[src/rtl/rv_pkg.sv]
// rtl/rv_pkg.sv - shared helpers and constants for ready/valid blocks
package rv_pkg;

  localparam int DEF_DW = 32;

  // Index width that stays at least one bit wide even for a single requester
  function automatic int idx_w(input int n);
    return (n <= 1) ? 1 : $clog2(n);
  endfunction

endpackage

[src/rtl/rr_pick.sv]
// rtl/rr_pick.sv - combinational round-robin pick: first set req at or after ptr, mod N
module rr_pick #(
  parameter int N  = 4,
  parameter int IW = 2
) (
  input  logic [N-1:0]  req,
  input  logic [IW-1:0] ptr,
  output logic          hit,
  output logic [IW-1:0] gnt_idx
);

  // Scan from the farthest offset back to ptr so the nearest request wins
  always_comb begin
    int idx;
    logic [IW-1:0] sel;
    idx     = 0;
    sel     = '0;
    hit     = 1'b0;
    gnt_idx = '0;
    for (int k = N - 1; k >= 0; k--) begin
      idx = int'(ptr) + k;
      if (idx >= N) idx = idx - N;
      sel = IW'(idx);
      if (req[sel]) begin
        hit     = 1'b1;
        gnt_idx = sel;
      end
    end
  end

endmodule

[src/rtl/rv_rr_arb.sv]
// rtl/rv_rr_arb.sv - N-way round-robin ready/valid arbiter into one registered slot
// Define RV_RR_ARB_SVA_EN to compile in the embedded protocol assertions.
module rv_rr_arb
  import rv_pkg::*;
#(
  parameter int N  = 4,
  parameter int DW = DEF_DW,
  parameter int IW = idx_w(N)
) (
  input  logic          clk,
  input  logic          rst,
  input  logic [N-1:0]  in_valid,
  output logic [N-1:0]  in_ready,
  input  logic [N*DW-1:0] in_data,
  output logic          out_valid,
  input  logic          out_ready,
  output logic [DW-1:0] out_data,
  output logic [IW-1:0] out_id
);

  logic          full;
  logic [DW-1:0] data_q;
  logic [IW-1:0] id_q;
  logic [IW-1:0] ptr;
  logic [IW-1:0] gnt;
  logic          hit;
  logic          accept;
  logic          push;
  logic          pop;

  rr_pick #(.N(N), .IW(IW)) u_pick (
    .req     (in_valid),
    .ptr     (ptr),
    .hit     (hit),
    .gnt_idx (gnt)
  );

  // Slot can take a new word when empty or when it is draining this cycle
  assign accept = !full || out_ready;
  assign push   = !rst && accept && hit;
  assign pop    = full && out_ready;

  always_comb begin
    in_ready = '0;
    if (push) in_ready[gnt] = 1'b1;
  end

  always_ff @(posedge clk) begin
    if (rst) begin
      full   <= 1'b0;
      data_q <= '0;
      id_q   <= '0;
      ptr    <= '0;
    end else if (push) begin
      full   <= 1'b1;
      data_q <= in_data[gnt*DW +: DW];
      id_q   <= gnt;
      ptr    <= (gnt == IW'(N - 1)) ? '0 : gnt + IW'(1);
    end else if (pop) begin
      full   <= 1'b0;
    end
  end

  assign out_valid = full;
  assign out_data  = data_q;
  assign out_id    = id_q;

`ifdef RV_RR_ARB_SVA_EN
  a_stall_stable: assert property (@(posedge clk) disable iff (rst)
    (out_valid && !out_ready) |=> ($stable(out_valid) && $stable(out_data) && $stable(out_id)))
    else $error("rv_rr_arb: output changed while stalled");

  a_ready_onehot: assert property (@(posedge clk) disable iff (rst) $onehot0(in_ready))
    else $error("rv_rr_arb: in_ready not one-hot");

  a_ptr_range: assert property (@(posedge clk) disable iff (rst) (int'(ptr) < N))
    else $error("rv_rr_arb: ptr out of range");

  for (genvar i = 0; i < N; i++) begin : g_in_hold
    a_in_hold: assert property (@(posedge clk) disable iff (rst)
      (in_valid[i] && !in_ready[i]) |=> (in_valid[i] && $stable(in_data[i*DW +: DW])))
      else $error("rv_rr_arb: requester %0d withdrew or changed a pending request", i);
  end
`else
`endif

endmodule

[config.mk]
export PLATFORM = sky130hd
export DESIGN_NAME = rv_rr_arb
export DESIGN_NICKNAME = d
export VERILOG_FILES = /design/src/rtl/rv_pkg.sv /design/src/rtl/rr_pick.sv /design/src/rtl/rv_rr_arb.sv
export SDC_FILE = /design/constraint.sdc
export NUM_CORES = 1
export LEC_CHECK = 0
export BUFFER_PORTS_ARGS = -buffer_cell sky130_fd_sc_hd__buf_2
export CAP_MARGIN = 10
export CELL_PAD_IN_SITES_DETAIL_PLACEMENT = 1
export CELL_PAD_IN_SITES_GLOBAL_PLACEMENT = 1
export CORE_MARGIN = 4
export CORE_UTILIZATION = 32
export DETAILED_ROUTE_END_ITERATION = 7
export GPL_TIMING_DRIVEN = 0
export HOLD_SLACK_MARGIN = 0.08
export PLACE_DENSITY = 0.9
export SETUP_SLACK_MARGIN = 0.4
export SKIP_LAST_GASP = 1
export SLEW_MARGIN = 25
export SYNTH_ARGS = -nofsm -noshare
export SYNTH_HDL_FRONTEND = slang
export SYNTH_SLANG_ARGS = --single-unit
[constraint.sdc]
create_clock -name clk -period 2.3 [get_ports clk]
set_input_delay 0.23 -clock clk [delete_from_list [all_inputs] [get_ports clk]]
set_output_delay 0.23 -clock clk [all_outputs]
set_load 0.05 [all_outputs]
---- Word level (Yosys, flattened, before mapping) ----
Cells that the tools add are included.
word-level totals
  bits of input ports ..................... 135
  word-level logic and storage cells ...... 58
  register bits ........................... 37
cells by class
  mux-type cells .......................... 26
  shifts and indexed selects .............. 1
  order comparisons ....................... 10
  add/subtract/negate cells ............... 8
  equal/unequal tests ..................... 1
  reduce and logical (&&, ||, !) cells .... 8
operator list
  kind                                                                number
  indexed part select 128 x 8 -> 32 bit                               1
  2-to-1 mux 2 bit                                                    9
  less-than comparator 2 x 3 -> 1 bit (second input constant)         5
  2-to-1 mux 1 bit                                                    11
  greater-or-equal comparator 3 bit (second input constant)           3
  binary-select mux 1 bit (select 2 bit)                              4
  subtractor 2 x 1 -> 2 bit (second input constant)                   4
  adder 2 x 2 -> 3 bit (second input constant)                        2
  logical AND 1 bit                                                   4
  2-to-1 mux 4 bit                                                    1
  adder 2 x 1 -> 3 bit (second input constant)                        1
  greater-or-equal comparator 2 x 3 -> 1 bit (second input constant)  1
  adder 2 x 1 -> 2 bit (second input constant)                        1
  demux 1 bit (select 2 bit)                                          1
  == test 2 bit (second input constant)                               1
  greater-or-equal comparator 2 x 1 -> 1 bit (second input constant)  1
  logical NOT 1 bit                                                   2
  nonzero test 2 bit                                                  1
  logical OR 1 bit                                                    1

---- Depth between registers and ports, before layout ----
  word-level depth ........................ 14
  gate-level depth with buffers ........... 8
  gate-level depth less buffers ........... 5

---- Modules after synthesis ----
From an unflattened synthesis, not the netlist that was laid out.
unflattened totals
  cells, all modules ...................... 157
  area total of the unflattened synthesis .. 2118.3 um^2
modules (own cells, without submodules)
  module     times used  sequential area each (um^2)  cells an instance  area each (um^2)
  rv_rr_arb  1           740.7                        144                2040.7
  rr_pick    1           0.0                          13                 77.6

---- Worst setup path after synthesis ----
No wires, ideal clock.
  kind .................................... flip-flop to output port
  start point ............................. register ptr[1]
  end point ............................... output port in_ready[0]
  stages on the path, launching flop included .. 7
  setup slack ............................. -0.206 ns
  required time ........................... 2.070 ns
  data arrival time ....................... 2.276 ns
  path buffers ............................ 2
  path through ............................ dfxtp_1 -> nand2_1 -> a211o_1 -> and2_1 -> buf_2 -> buf_2 -> nor3_1
on the way
  cells in the longest elaborated chain, start to end .. 14
  elaborated cells on any way between the ends .. 38
  classes of those cells .................. 7 x add/sub; 6 x order compare; 23 x mux; 2 x reduce/logical
ends and longest elaborated chain
  item                                                                                                                            RTL line         RTL
  start: declaration                                                                                                              rv_rr_arb.sv:24  logic [IW-1:0] ptr;
  start signal: assignment                                                                                                        rv_rr_arb.sv:58  ptr <= (gnt == IW'(N - 1)) ? '0 : gnt + IW'(1);
  adder 2 x 2 -> 3 bit                                                                                                            rr_pick.sv:21    idx = int'(ptr) + k;
  greater-or-equal comparator 3 bit / subtractor 2 x 1 -> 2 bit (equally long branches)                                           rr_pick.sv:22    if (idx >= N) idx = idx - N;
  2-to-1 mux 2 bit                                                                                                                rr_pick.sv:22
  binary-select mux 1 bit (select 2 bit)                                                                                          rr_pick.sv:24    if (req[sel]) begin
  2-to-1 mux 1 bit (implied by the code)                                                                                          rr_pick.sv:24
  2-to-1 mux 2 bit (4 in a row)                                                                                                   rr_pick.sv:24
  less-than comparator 2 x 3 -> 1 bit (implied by the code) / greater-or-equal comparator 2 x 1 -> 1 bit (equally long branches)  rv_rr_arb.sv:45  if (push) in_ready[gnt] = 1'b1;
  logical AND 1 bit (implied by the code)                                                                                         rv_rr_arb.sv:45
  2-to-1 mux 1 bit (implied by the code)                                                                                          rv_rr_arb.sv:45
  demux 1 bit (select 2 bit)                                                                                                      rv_rr_arb.sv:45
  2-to-1 mux 4 bit (*)                                                                                                            rv_rr_arb.sv:45
  end: declaration                                                                                                                rv_rr_arb.sv:13  output logic [N-1:0] in_ready,
Every way passes the cells marked *; elsewhere a longest branch is shown, timed or not. The select of a mux whose other input is x is not followed.

---- Worst setup path in the final report ----
  start point ............................. register ptr[0]
  end point ............................... output port in_ready[0]
The elaborated chain is that of the path after synthesis.

==> summary.md <==
| Metric | Value |
|---|---|
| Status | finished clean |
| Most frequent cells in the layout | buf_2 (179), nor3b_1 (64), dfxtp_1 (35) |
| Core area | approximately 8300 µm² |
| Final setup violation count | 0 |
| N_diodes | 0 |
| Ys flop type | dfxtp_1 |
| Power density over cell area | roughly 740 nW/µm² |
| R2R cell count | 9 |
| WHS Endpoint | out_data[13] |
| Post-DR vias/cell | around 5.4 |
| Gr ovfl total | 0 |
| Post-Synthesis Cells | between 300 and 400 |
| DR vias | around 3,500 |
| Worst-margin pin slew | approximately 580 ps |
| First-pass GRT wire length | around 19,000 µm |
| Area grow syn2layout | 56.3% |
| Synth unique cells | 30 |
| Hold-fix buffers, CTS | 0 |
| Bufs on Longest Clock Path | 2 |
| Syn Nets | around 470 |
| Root Driver | clkbuf_8 |
| DRC violations left | 0 |
| Starting Density | between 30% and 40% |
| FF-to-FF Start | ptr[0] |
| Sequential fraction of the synthesis area | a little over a quarter |
| Vias in the first global route | between 3,000 and 4,000 |
| Die W | 100 µm |
| Critical path class | register to output port |
| Clock transition at path regs | about 80 ps |
| Rel. slew slack | 61.6% |
| Area of placed instances | 3730 µm² |
| Leading cell type in the layout, fill and taps excluded | buf_2 |
| Number of DRC markers in iteration 0 | just under 90 |
| RSZ-0062 raised after global routing | yes |
| Number of buffers created by CTS | 5 |
| Flop2flop setup slack | ~400 ps |
| Port bufs | around 170 |
| Largest net degree at the start of global routing | 11 |
| Clock net sink count | 37 |
| Layout cells sized above 1 | 51.2% |
| Worst Skew | roughly 6 ps |
| Post-route cell area | around 4300 µm² |
| I/O pins | between 150 and 200 |
| Switching pwr | 0.00148 W |
| CP arrival | 1820 ps |
| CTS tree | yes |
| Crit share post-route | 89.2% |
| Flops & latches, synth | 37 |
| Post-DP HPWL | roughly 9200 µm |
| Tot Pwr | roughly 0.0031 W |
| Routed len/inst | ~19 µm |
| Maxcap violations | 0 |
| Worst Hold Class | input pin to register |
| Worst Hold Launch | in_data[45] |
| CTS HTree Levels | 2 |
| Sequential power share | 27.5% |
| Die Footprint | about 10,000 µm² |
| Clock share of power | between 10% and 20% |
| Initial DRT Pass Iterations | 4 |
| Insertion delay to the later sink of the worst-skew pair | slightly below 300 ps |
| Syn avg cell area | between 8 and 9 µm² |
| Hold Crit Depth | 3 |
| Final Net Count | 670 |
| Setup tns final | 0 ps |
| LEAKAGE | 1.87 nW |
| Final Hold Vio Count | 0 |
| Final ANT Viol Nets | 0 |
| Net Sw Frac | about 47% |
| Gate power share | approximately 57% |
| Die Y-Extent | approximately 100 µm |
| Final critical-path required period | 2050 ps |
| Number of synthesized flops with an enable pin | 0 |
| WP data required | 2070 ps |
| Placer Congestion | ~0.78 |
| Routed wire length | approximately 12,000 µm |
| Fmax | between 0.4 and 0.5 GHz |
| Rows | 33 |
| Crit start category | register |
| FF-to-FF End | out_data[25] |
| Number of synthesis warnings | 0 |
| GRT Total Usage | 23.7% |
| Fraction of registers with async set/reset | 0% |
| Largest fanout on the critical path | 4 |
| Syn Std Cell Area | 2730 µm² |
| Max-slew violations | 0 |
| Peak supply drop | about 0.00026 V |
| Initial antenna violation count | 0 |
| Int Pwr | roughly 0.0017 W |
| CP Capture Type | output port |
-- worst max path at each step --
stage           startpoint     endpoint  slack, ps  cells after the start
6_report            ptr[0]  in_ready[0]        250                      8
3_5_place_dp   in_valid[3]  in_ready[2]          2                      7
4_1_cts             ptr[0]  in_ready[0]        270                      8
2_1_floorplan       ptr[1]  in_ready[0]        210                      6
3_3_place_gp           rst  in_ready[3]         50                      6
5_1_grt             ptr[0]  in_ready[0]        190                      8
-- repair_timing --
item	in CTS	in global routing
setup buffers	17	2
gates resized for setup	53	38
pin swaps	10	6
setup endpoints to repair	20	36
gates cloned	0	0
-- power groups by stage --
stage	sequential [W]	combinational, W	clock (W)
after floorplan	0.00133	0.000656	0
after global placement	0.000862	0.00153	0
after detailed placement	0.000872	0.00158	0
after CTS	0.000864	0.00173	0.000488
after global routing	0.000882	0.00192	0.000517
final	0.000865	0.00180	0.000476
-- routing by layer --
| metal | global-route usage, % | wire [µm] |
|---|---|---|
| met1 | 26.3 | 4760 |
| met2 | 43.8 | 6530 |
| met3 | 4.73 | 826 |
| met4 | 9.53 | 357 |
| met5 | 0 | 0 |
-- worst max-delay path: stages (launching register included) --
cell and delay [ps]:
dfxtp_4 370, nor2b_4 160, nor4_4 60, or2_1 240, buf_6 120, buf_6 110, buf_8 120, nor3_4 170
buf_6 180
-- Yosys cell counts, types with 2 or more instances --
library cell	number	area share [%]
nor2b_1	5	1.1
nor3b_1	64	18
buf_2	25	4.6
nor2_1	7	0.96
a211oi_1	34	9.4
a221oi_1	22	7.1
a21oi_1	2	0.37
nor3_1	3	0.55
clkbuf_1	8	1.1
nand2_1	34	4.7
o21ai_1	32	5.9
buf_6	2	0.83
and2_1	28	6.4
and3_1	2	0.46
dfxtp_1	37	27
and2_0	5	1.1
buf_4	4	1.1
a221oi_2	10	5.5
nor4_2	2	0.92
-- kinds of logic (layout without fill, tap and decap cells) --
kind of cell,after synthesis,in the layout,synth area share [%]
multiplexers,1,1,0.367
buffers and inverters,40,238,7.75
AND/OR/NAND/NOR,154,154,35.1
flip-flops,37,37,27.2
XOR/XNOR,1,1,0.321
AO/OA/AOI/OAI,104,104,29.3
-- registers in the layout, summed over array words and instances, names as in the netlist --
register	count
out_id	2
out_data	32
ptr	2
out_valid	1
-- metrics by stage --
stage	utilization (%)	hold WS (ps)	setup slack [ps]	instances
6_report	51.6	219	249	640
5_1_grt	51.6	226	186	640
4_1_cts	49.9	215	268	638
3_5_place_dp	45.2	443	2.34	614
3_3_place_gp	45.2	434	50.0	614
2_1_floorplan	-	396	209	337
-- layout make-up --
class / count / area [µm²]
buffer: 40 / 317
tap: 105 / 131
multi-input combinational: 260 / 1940
fill: 1032 / 4000
timing repair buffer: 191 / 1040
sequential: 37 / 748
clock buffer: 7 / 86.3
Power figures use the tool's default switching activity.
